`config.mk`:
```
export PLATFORM = sky130hd
export DESIGN_NAME = stack_unit_flat
export DESIGN_NICKNAME = d
export VERILOG_FILES = /design/src/rtl/constants_pkg.sv /design/src/rtl/stack_unit_if.sv /design/src/rtl/stack_mem.sv /design/src/rtl/stack_unit.sv /design/src/flat_wrapper.sv
export SDC_FILE = /design/constraint.sdc
export NUM_CORES = 1
export LEC_CHECK = 0
export CAP_MARGIN = 30
export CORE_MARGIN = 8
export CORE_UTILIZATION = 55
export CTS_BUF_LIST = sky130_fd_sc_hd__clkbuf_8
export CTS_CLUSTER_DIAMETER = 50
export DETAILED_ROUTE_END_ITERATION = 10
export PLACE_DENSITY = 0.7
export SLEW_MARGIN = 20
export SYNTH_ARGS = -nofsm -noshare
export SYNTH_HDL_FRONTEND = slang
export SYNTH_SLANG_ARGS = --single-unit
export TNS_END_PERCENT = 100
```
`constraint.sdc`:
```
create_clock -name clk -period 10.56 [get_ports clk]
set_clock_uncertainty 0.05 [all_clocks]
set_input_delay 2.112 -clock clk [delete_from_list [all_inputs] [get_ports clk]]
set_output_delay 2.112 -clock clk [all_outputs]
set_load 0.005 [all_outputs]
```
`src/rtl/constants_pkg.sv`:
```
// Shared Argon v1.5 bus constants: word and command widths, unit IDs,
// error codes and the stack-unit opcodes.
package constants_pkg;

  localparam int WORDSIZE      = 16;
  localparam int COMMAND_WIDTH = 4;

  typedef logic [WORDSIZE-1:0] word_t;
  typedef logic [3:0]          error_t;

  localparam logic [3:0] ID_STACK = 4'h4;

  localparam error_t ERROR_NONE               = 4'h0;
  localparam error_t ERROR_STACK_OVERFLOW     = 4'h1;
  localparam error_t ERROR_STACK_UNDERFLOW    = 4'h2;
  localparam error_t ERROR_INVALID_INPUT_DATA = 4'hF;

  localparam logic [COMMAND_WIDTH-1:0] CMD_NOP   = 4'h0;
  localparam logic [COMMAND_WIDTH-1:0] CMD_PUSH  = 4'h1;
  localparam logic [COMMAND_WIDTH-1:0] CMD_POP   = 4'h2;
  localparam logic [COMMAND_WIDTH-1:0] CMD_PEEK  = 4'h3;
  localparam logic [COMMAND_WIDTH-1:0] CMD_CLEAR = 4'h4;
  localparam logic [COMMAND_WIDTH-1:0] CMD_COUNT = 4'h5;
  localparam logic [COMMAND_WIDTH-1:0] CMD_WMARK = 4'h6;

endpackage

```
`src/rtl/stack_unit_if.sv`:
```
// Command/response bus between the Argon bus master and the stack unit.
interface stack_unit_if;
  import constants_pkg::*;

  logic                     i_valid;
  logic [3:0]               i_unit_id;
  logic [COMMAND_WIDTH-1:0] i_command;
  word_t                    i_data;
  logic                     o_ready;
  logic                     o_valid;
  word_t                    o_data;
  error_t                   o_error;
  logic                     o_empty;
  logic                     o_full;

  modport master (
    output i_valid, i_unit_id, i_command, i_data,
    input  o_ready, o_valid, o_data, o_error, o_empty, o_full
  );

  modport slave (
    input  i_valid, i_unit_id, i_command, i_data,
    output o_ready, o_valid, o_data, o_error, o_empty, o_full
  );

endinterface

```
`src/rtl/stack_mem.sv`:
```
// Stack storage: DEPTH x WORDSIZE, one synchronous write port and one
// synchronous read port. Contents are never reset.
module stack_mem
  import constants_pkg::*;
#(
  parameter int DEPTH = 16,
  localparam int AW   = $clog2(DEPTH)
) (
  input  logic          clk,
  input  logic          we_i,
  input  logic [AW-1:0] waddr_i,
  input  word_t         wdata_i,
  input  logic          re_i,
  input  logic [AW-1:0] raddr_i,
  output word_t         rdata_o
);

  word_t mem_q [DEPTH];
  word_t rdata_q;

  // Write port
  always_ff @(posedge clk) begin
    if (we_i) mem_q[waddr_i] <= wdata_i;
  end

  // Registered read port
  always_ff @(posedge clk) begin
    if (re_i) rdata_q <= mem_q[raddr_i];
  end

  assign rdata_o = rdata_q;

endmodule

```
`src/rtl/stack_unit.sv`:
```
// Hardware LIFO bus unit. Accepts one command per transaction, runs it in
// EXEC, presents a one-cycle response in RESP.
// Optional feature macro: STACK_WATERMARK_EN (high-water register + CMD_WMARK).
module stack_unit
  import constants_pkg::*;
#(
  parameter int         DEPTH   = 16,
  parameter logic [3:0] UNIT_ID = ID_STACK
) (
  input logic         clk,
  input logic         rst_n,
  stack_unit_if.slave bus
);

  localparam int              SP_W    = $clog2(DEPTH + 1);
  localparam int              AW      = $clog2(DEPTH);
  localparam logic [SP_W-1:0] SP_FULL = SP_W'(DEPTH);

  typedef enum logic [1:0] {S_IDLE, S_EXEC, S_RESP} state_t;

  state_t                   state_q;
  logic                     ready_q, valid_q, empty_q, full_q;
  word_t                    odata_q;
  error_t                   oerr_q;
  logic [SP_W-1:0]          sp_q, sp_d;
  logic [COMMAND_WIDTH-1:0] cmd_q;
  word_t                    arg_q;
  word_t                    res_data_q, ex_data_d;
  error_t                   res_err_q, ex_err_d;
  logic                     res_rd_q, ex_rd_d;
  logic                     mem_we, mem_re, accept;
  word_t                    mem_rdata;

`ifdef STACK_WATERMARK_EN
  logic [SP_W-1:0] wmark_q;

  // High-water mark follows the peak stack occupancy; CLEAR leaves it alone
  always_ff @(posedge clk or negedge rst_n) begin
    if (!rst_n)              wmark_q <= '0;
    else if (sp_q > wmark_q) wmark_q <= sp_q;
  end
`endif

  assign accept = (state_q == S_IDLE) && ready_q && bus.i_valid &&
                  (bus.i_unit_id == UNIT_ID);

  // Execute-stage decode: next pointer, memory strobes and response fields
  always_comb begin
    sp_d      = sp_q;
    mem_we    = 1'b0;
    mem_re    = 1'b0;
    ex_data_d = '0;
    ex_err_d  = ERROR_NONE;
    ex_rd_d   = 1'b0;
    if (state_q == S_EXEC) begin
      case (cmd_q)
        CMD_NOP: ;
        CMD_PUSH: begin
          if (sp_q == SP_FULL) begin
            ex_err_d  = ERROR_STACK_OVERFLOW;
            ex_data_d = WORDSIZE'(DEPTH);
          end else begin
            mem_we    = 1'b1;
            sp_d      = sp_q + SP_W'(1);
            ex_data_d = WORDSIZE'(sp_d);
          end
        end
        CMD_POP, CMD_PEEK: begin
          if (sp_q == '0) begin
            ex_err_d = ERROR_STACK_UNDERFLOW;
          end else begin
            mem_re  = 1'b1;
            ex_rd_d = 1'b1;
            if (cmd_q == CMD_POP) sp_d = sp_q - SP_W'(1);
          end
        end
        CMD_CLEAR: sp_d = '0;
        CMD_COUNT: ex_data_d = WORDSIZE'(sp_q);
`ifdef STACK_WATERMARK_EN
        CMD_WMARK: ex_data_d = WORDSIZE'(wmark_q);
`endif
        default:   ex_err_d = ERROR_INVALID_INPUT_DATA;
      endcase
    end
  end

  // Control FSM with registered bus outputs; RESP spends one cycle waiting
  // for the synchronous read, then one cycle with o_valid high
  always_ff @(posedge clk or negedge rst_n) begin
    if (!rst_n) begin
      state_q    <= S_IDLE;
      ready_q    <= 1'b1;
      valid_q    <= 1'b0;
      odata_q    <= '0;
      oerr_q     <= ERROR_NONE;
      empty_q    <= 1'b1;
      full_q     <= 1'b0;
      sp_q       <= '0;
      cmd_q      <= CMD_NOP;
      arg_q      <= '0;
      res_data_q <= '0;
      res_err_q  <= ERROR_NONE;
      res_rd_q   <= 1'b0;
    end else begin
      sp_q    <= sp_d;
      empty_q <= (sp_q == '0);
      full_q  <= (sp_q == SP_FULL);
      case (state_q)
        S_IDLE: begin
          if (accept) begin
            cmd_q   <= bus.i_command;
            arg_q   <= bus.i_data;
            ready_q <= 1'b0;
            state_q <= S_EXEC;
          end
        end
        S_EXEC: begin
          res_data_q <= ex_data_d;
          res_err_q  <= ex_err_d;
          res_rd_q   <= ex_rd_d;
          state_q    <= S_RESP;
        end
        S_RESP: begin
          if (!valid_q) begin
            valid_q <= 1'b1;
            odata_q <= res_rd_q ? mem_rdata : res_data_q;
            oerr_q  <= res_err_q;
          end else begin
            valid_q <= 1'b0;
            ready_q <= 1'b1;
            state_q <= S_IDLE;
          end
        end
        default: state_q <= S_IDLE;
      endcase
    end
  end

  stack_mem #(.DEPTH(DEPTH)) u_mem (
    .clk     (clk),
    .we_i    (mem_we),
    .waddr_i (AW'(sp_q)),
    .wdata_i (arg_q),
    .re_i    (mem_re),
    .raddr_i (AW'(sp_q - SP_W'(1))),
    .rdata_o (mem_rdata)
  );

  assign bus.o_ready = ready_q;
  assign bus.o_valid = valid_q;
  assign bus.o_data  = odata_q;
  assign bus.o_error = oerr_q;
  assign bus.o_empty = empty_q;
  assign bus.o_full  = full_q;

endmodule

```
`src/flat_wrapper.sv`:
```
// flat-port wrapper written by rule: the top's interface ports become plain ports
module stack_unit_flat import constants_pkg::*;
#(
  parameter int         DEPTH   = 16,
  parameter logic [3:0] UNIT_ID = ID_STACK
)
  (clk, rst_n, bus_i_valid, bus_i_unit_id, bus_i_command, bus_i_data, bus_o_ready, bus_o_valid, bus_o_data, bus_o_error, bus_o_empty, bus_o_full);
  stack_unit_if bus_i ();
  input logic clk;
  input logic rst_n;
  input wire logic [$bits(bus_i.i_valid)-1:0] bus_i_valid;
  input wire logic [$bits(bus_i.i_unit_id)-1:0] bus_i_unit_id;
  input wire logic [$bits(bus_i.i_command)-1:0] bus_i_command;
  input wire logic [$bits(bus_i.i_data)-1:0] bus_i_data;
  output wire logic [$bits(bus_i.o_ready)-1:0] bus_o_ready;
  output wire logic [$bits(bus_i.o_valid)-1:0] bus_o_valid;
  output wire logic [$bits(bus_i.o_data)-1:0] bus_o_data;
  output wire logic [$bits(bus_i.o_error)-1:0] bus_o_error;
  output wire logic [$bits(bus_i.o_empty)-1:0] bus_o_empty;
  output wire logic [$bits(bus_i.o_full)-1:0] bus_o_full;
  assign bus_i.i_valid = bus_i_valid;
  assign bus_i.i_unit_id = bus_i_unit_id;
  assign bus_i.i_command = bus_i_command;
  assign bus_i.i_data = bus_i_data;
  assign bus_o_ready = bus_i.o_ready;
  assign bus_o_valid = bus_i.o_valid;
  assign bus_o_data = bus_i.o_data;
  assign bus_o_error = bus_i.o_error;
  assign bus_o_empty = bus_i.o_empty;
  assign bus_o_full = bus_i.o_full;
  stack_unit #(.DEPTH(DEPTH), .UNIT_ID(UNIT_ID)) u_core (.clk(clk), .rst_n(rst_n), .bus(bus_i));
endmodule
```
* Yosys cells after proc, flatten, opt, wreduce, memory -nomap -nowiden *
Memory sizes are Yosys's and may differ from the RTL's. A register that Yosys moved wholly into a read port is not among the register bits.
Cells that the tools add are included.

word-level totals
  output and inout port bits = 24
  memories kept = 1
  bits in latches = 0
  input bits = 27
  ROM bits = 0
  bits in writable memories = 256
  register bits = 72

cells by class
  multipliers = 0
  $lt $le $gt $ge = 0
  muxes and demuxes = 25
  bitwise operators = 1
  shift-type cells = 0
  add/subtract/negate cells = 2
  div/mod/pow operators = 0
  eq/ne operators = 14
  reduce and logical (&&, ||, !) cells = 15

memory list
  memory              depth  bits a word  rd ports  clocked after memory_dff  wr ports  line             text
  u_core.u_mem.mem_q  16     16           1         1                         1         stack_mem.sv:18  word_t mem_q [DEPTH];

operators by type and width
  cell                 count
  $pmux 16 s2          1
  $mux 5               4
  $mux 16              1
  $pmux 5 s3           1
  $eq 4x3->1 const B   3
  $mux 1               12
  $pmux 4 s3           1
  $eq 4x2->1 const B   2
  $mux 2               3
  $ne 2x1->1 const B   3
  $pmux 2 s3           1
  $reduce_and 2->1     3
  $add 5x1->5 const B  1
  $eq 5x5->1 const B   1
  $logic_not 5->1      1
  $reduce_and 5->1     1
  $sub 5x1->5 const B  1
  $eq 4x1->1 const B   1
  $logic_not 4->1      1
  $ne 2x2->1 const B   2
  $logic_and 1x1->1    3
  $reduce_and 3->1     1
  $reduce_bool 3->1    1
  $reduce_or 3->1      1
  7 further kinds      7

* Depth between registers and ports, before layout *
  depth after elaboration = 6
  gate-level depth with buffers = 11
  gate-level depth less buffers = 6

* Modules after synthesis *
From an unflattened synthesis, not the netlist that was laid out.

unflattened totals
  cell total of the unflattened synthesis = 674
  area, all modules = 12907.4 µm²

modules (own cells, without submodules)
  module      instances  sequential area each (µm²)  cells an instance  area each (µm²)
  stack_mem   1          8167.8                      432                10202.3
  stack_unit  1          1478.9                      242                2705.1

* Least setup slack after synthesis *
OpenSTA, ideal clock, no wires.

  path type = register -> register
  from = register u_core.sp_q[0]
  to = memory u_core.u_mem.mem_q[3][0] (netlist bit) (enable)
  stages on the path, launching flop included = 11
  data required time = 10101 ps
  path slack = 7154 ps
  library setup time = 409 ps
  period minus slack after synthesis = 3406 ps
  arrival time = 2947 ps
  path through = dfrtp_1 -> buf_4 -> buf_6 -> buf_4 -> inv_1 -> ha_1 -> nand4bb_1 -> and2_1 -> buf_2 -> nand3_1 -> nor3_1

on the way
  cells in the longest elaborated chain, start to end = 6

RTL lines
  item                          line               text
  from (decl)                   stack_unit.sv:25   logic [SP_W-1:0] sp_q, sp_d;
  from (signal assigned)        stack_unit.sv:105  sp_q <= sp_d;
  $eq 5x5->1                    stack_unit.sv:59   if (sp_q == SP_FULL) begin
  $mux 1                        stack_unit.sv:59
  $mux 1                        stack_unit.sv:56   case (cmd_q)
  $mux 1                        stack_unit.sv:55   if (state_q == S_EXEC) begin
  $mux 1                        stack_mem.sv:23    if (we_i) mem_q[waddr_i] <= wdata_i;
  $mux 1 (implied by the code)  stack_mem.sv:23
  to (decl)                     stack_mem.sv:18

Several ways; a longest one is shown, not always the timed one.

* Worst setup path in the final report *
  from = register u_core.ready_q, in the netlist u_core.bus.o_ready
  to = output bus_o_ready

RTL lines
  item                    line                text
  from (decl)             stack_unit.sv:22    logic ready_q, valid_q, empty_q, full_q;
  from (signal assigned)  stack_unit.sv:92    ready_q <= 1'b1;
  from (signal assigned)  stack_unit.sv:113   ready_q <= 1'b0;
  from (signal assigned)  stack_unit.sv:130   ready_q <= 1'b1;
  to (decl)               flat_wrapper.sv:15  output wire logic [$bits(bus_i.o_ready)-1:0] bus_o_ready;

No word-level cell between the ends.

==> key figures <==
Clock tree
  • Clk sink count: 331
  • Buffers inserted by post-CTS timing repair: 0
  • Clock slew at reported path FFs: 0.06 ns
  • Root Driver: clkbuf_8
  • Post-cts resize count: 0
  • Hold_buf cts: 0
  • Inserted Clock Buffers: 52
  • Worst-skew pair later-pin latency: 0.57 ns
  • Max clock buf depth: 3
  • TritonCTS clock tree: done
  • H-tree levels: 2

Critical path
  • Crit path max fanout: 3
  • Worst Path Buf+Inv: 1
  • Crit-path slowest cell: dfstp_2
  • Cell chain of the critical path: clkdlybuf4s50_1
  • FF-to-FF path depth: 7
  • Critical Path AT: 1.59 ns
  • Crit path max-delay family: flip-flops
  • Crit Path Category: reg2out
  • Max stage delay on crit path: 0.54 ns
  • Crit start category: register
  • CP Capture Type: primary output
  • Internal reg-to-reg setup slack: 6.92 ns
  • Worst R2R End: u_core.u_mem.mem_q[15][1]
  • Critical Path RT: 8.40 ns
  • Worst reg2reg startpoint: u_core.sp_q[0]

Floorplanning
  • IO Pins: 51
  • Core Box Area: 23,400 um^2
  • DIE WIDTH: 170 um
  • Initial Util: 0.557
  • Vert. Die Dim: 170 um
  • Die area: 28,900 um^2
  • FP Rows: 56

Synth
  • Average cell area after synthesis: 19.0 um^2
  • Seq/Total Area, Yosys: 0.740
  • Ys async rst share: 0.178
  • Post-synth EDFFs: 272
  • Largest cells by area after synthesis: edfxtp_1 63%, mux4_2 11%, dfrtp_1 11%, mux2_2 2.0%, mux2i_1 1.7%
  • Synth unique cells: 55
  • Most used DFF post-synth: edfxtp_1
  • Synth top area share: 0.627
  • Synthesized cell area: 13,000 um^2
  • Syn. warnings: 0
  • FF+latch count, synth: 331
  • Syn Nets: 717
  • Mapped Cells: 686
  • Area leader, netlist: edfxtp_1

Place
  • Gpl congestion: 0.753
  • Port Buf Inserts: 50
  • Final HPWL DP: 15.0 mm

Pwr
  • Net switching power: 0.476 mW
  • Pwr dens: 165 nW/um^2
  • Flop pwr share: 0.567
  • P_leak: 4.41 nW
  • Sw Ratio: 0.193
  • Logic pwr share: 0.006
  • Max IR drop VDD: 0.0858 mV
  • Clock network power share: 0.427
  • P_int: 1.99 mW

Global routing
  • First-pass GRT wire length: 40.2 mm
  • GRT overflow: 0
  • Pin count of the biggest net entering global routing: 66
  • Global-route usage over all layers: 0.186
  • Vias in the first global route: 6,695
  • Antenna violations before repair: 0

Routing
  • Detailed Route Iter0 Violations: 617
  • Via/cell ratio: 5.82
  • Avg WL per Cell: 23.1 um
  • DRC Markers: 0
  • Final antenna-violating net count: 0
  • Vias: 6,600
  • Final WL: 26.2 mm
  • TritonRoute pass-1 iters: 5

Job
  • Max-cap violations: 0

STA
  • Slew Limit Fails: 0
  • RSZ-0062 raised after global routing: no
  • Max Clock Freq: 266 MHz
  • Fin Setup TNS: 0 ns
  • Slew headroom: 0.358
  • Final hold violation count: 0
  • Period minus WS final: 3.76 ns
  • Final-report setup violation count: 0
  • Worst-margin pin slew: 0.960 ns
  • Post-route clock period utilization: 0.356
  • Hold_ws: 0.425 ns

Min path
  • WHS Endpoint: u_core.bus.o_data[0]
  • Hold wc startpoint: u_core.bus.o_data[0]
  • Hold Path Depth: 2
  • Worst Hold Class: reg2reg

Run status
  • Status: complete, no violations

Final layout
  • Share of layout cells above drive strength 1: 0.247
  • # fillers: 1,622
  • Area delta synth->final: 14.6%
  • # diodes: 0
  • Nets: 802
worst max path at each step:
stage,startpoint,endpoint,slack (ns),depth (start not counted)
final,u_core.bus.o_ready,bus_o_ready,6.80,1
after global placement,bus_i_unit_id[1],u_core.arg_q[14],6.81,5
after CTS,u_core.bus.o_ready,bus_o_ready,6.76,1
after floorplan,u_core.sp_q[0],u_core.u_mem.mem_q[3][0],7.15,10
after detailed placement,bus_i_unit_id[1],u_core.arg_q[13],6.80,5
after global routing,u_core.sp_q[0],u_core.u_mem.mem_q[5][1],6.61,7
cell usage in the layout, fill, tap and decap left out, drive strengths merged, types with 23 or more instances in the layout:
cell | netlist | layout
nor2 | 23 | 23
edfxtp | 272 | 272
mux4 | 64 | 64
nand2 | 39 | 39
clkdlybuf4s50 | 0 | 49
inv | 7 | 36
o21ai | 23 | 23
buf | 25 | 23
dfrtp | 57 | 57
clkbuf | 16 | 62
mux2 | 26 | 26
synthesized netlist by cell type, types with 2 or more instances:
library cell / count
edfxtp_1: 272
mux4_2: 64
dfrtp_1: 57
nand2_1: 39
mux2_2: 23
mux2i_1: 22
nor2_1: 22
a21oi_1: 21
o21ai_0: 20
nor2b_1: 17
a211oi_1: 16
clkbuf_1: 16
buf_2: 9
buf_6: 9
nor3_1: 8
buf_4: 7
inv_1: 7
nand3_1: 5
ha_1: 4
mux2_1: 3
nor4b_2: 3
o21ai_1: 3
a32oi_1: 2
dfstp_2: 2
nand2b_1: 2
o22ai_1: 2
or3_1: 2
xor2_1: 2
sequential cells by signal, indices dropped and copies added, names as in the netlist, 2 cells and up:
| signal | flops |
|---|---|
| u_core.arg_q | 16 |
| u_core.bus.o_data | 16 |
| u_core.bus.o_error | 3 |
| u_core.cmd_q | 4 |
| u_core.res_data_q | 5 |
| u_core.res_err_q | 3 |
| u_core.sp_q | 5 |
| u_core.state_q | 2 |
| u_core.u_mem.mem_q | 256 |
| u_core.u_mem.rdata_o | 16 |
final cells by class:
type	instances	area (um^2)	share of cell area
inverters	7	26.3	0.00176
multi-input cells	307	3160	0.211
clock inverters	36	196	0.0131
clock buffers	62	853	0.0571
well taps	319	399	0.0267
repair buffers	72	661	0.0442
flip-flops and latches	331	9650	0.646
kinds of logic after synthesis:
| family | Yosys count | synth area share |
|---|---|---|
| flops | 331 | 0.740 |
| simple gates | 113 | 0.0455 |
| mux | 112 | 0.150 |
| compound gates | 74 | 0.0355 |
| buf+inv | 48 | 0.0219 |
| xor+xnor | 4 | 0.00326 |
| fa+ha+maj | 4 | 0.00384 |
power groups by stage:
stage / Sequential, mW / Clock, mW / Combinational, mW
6_report: 1.40 / 1.05 / 0.0146
5_1_grt: 1.39 / 1.13 / 0.0163
4_1_cts: 1.40 / 1.07 / 0.0151
3_5_place_dp: 1.42 / 0 / 0.0150
3_3_place_gp: 1.42 / 0 / 0.0148
2_1_floorplan: 1.42 / 0 / 0.000205
through the flow:
stage	util	cells	total power, mW	setup WS (ns)	instance area [um^2]
finish	0.639	1134	2.46	6.80	14900
global route	0.639	1134	2.54	6.61	14900
CTS	0.638	1134	2.48	6.76	14900
detailed placement	0.594	1036	1.44	6.80	13900
global placement	0.594	1036	1.44	6.81	13900
floorplan	-	686	1.42	7.15	13000
routing by layer:
| layer | track usage | wire [um] | up-vias |
|---|---|---|---|
| li1 | - | - | 2903 |
| met1 | 0.263 | 11400 | 3395 |
| met2 | 0.294 | 12500 | 262 |
| met3 | 0.0375 | 1900 | 40 |
| met4 | 0.0519 | 434 | 0 |
| met5 | 0 | 0 | - |
No activity file was read; power rests on OpenSTA's default activity.
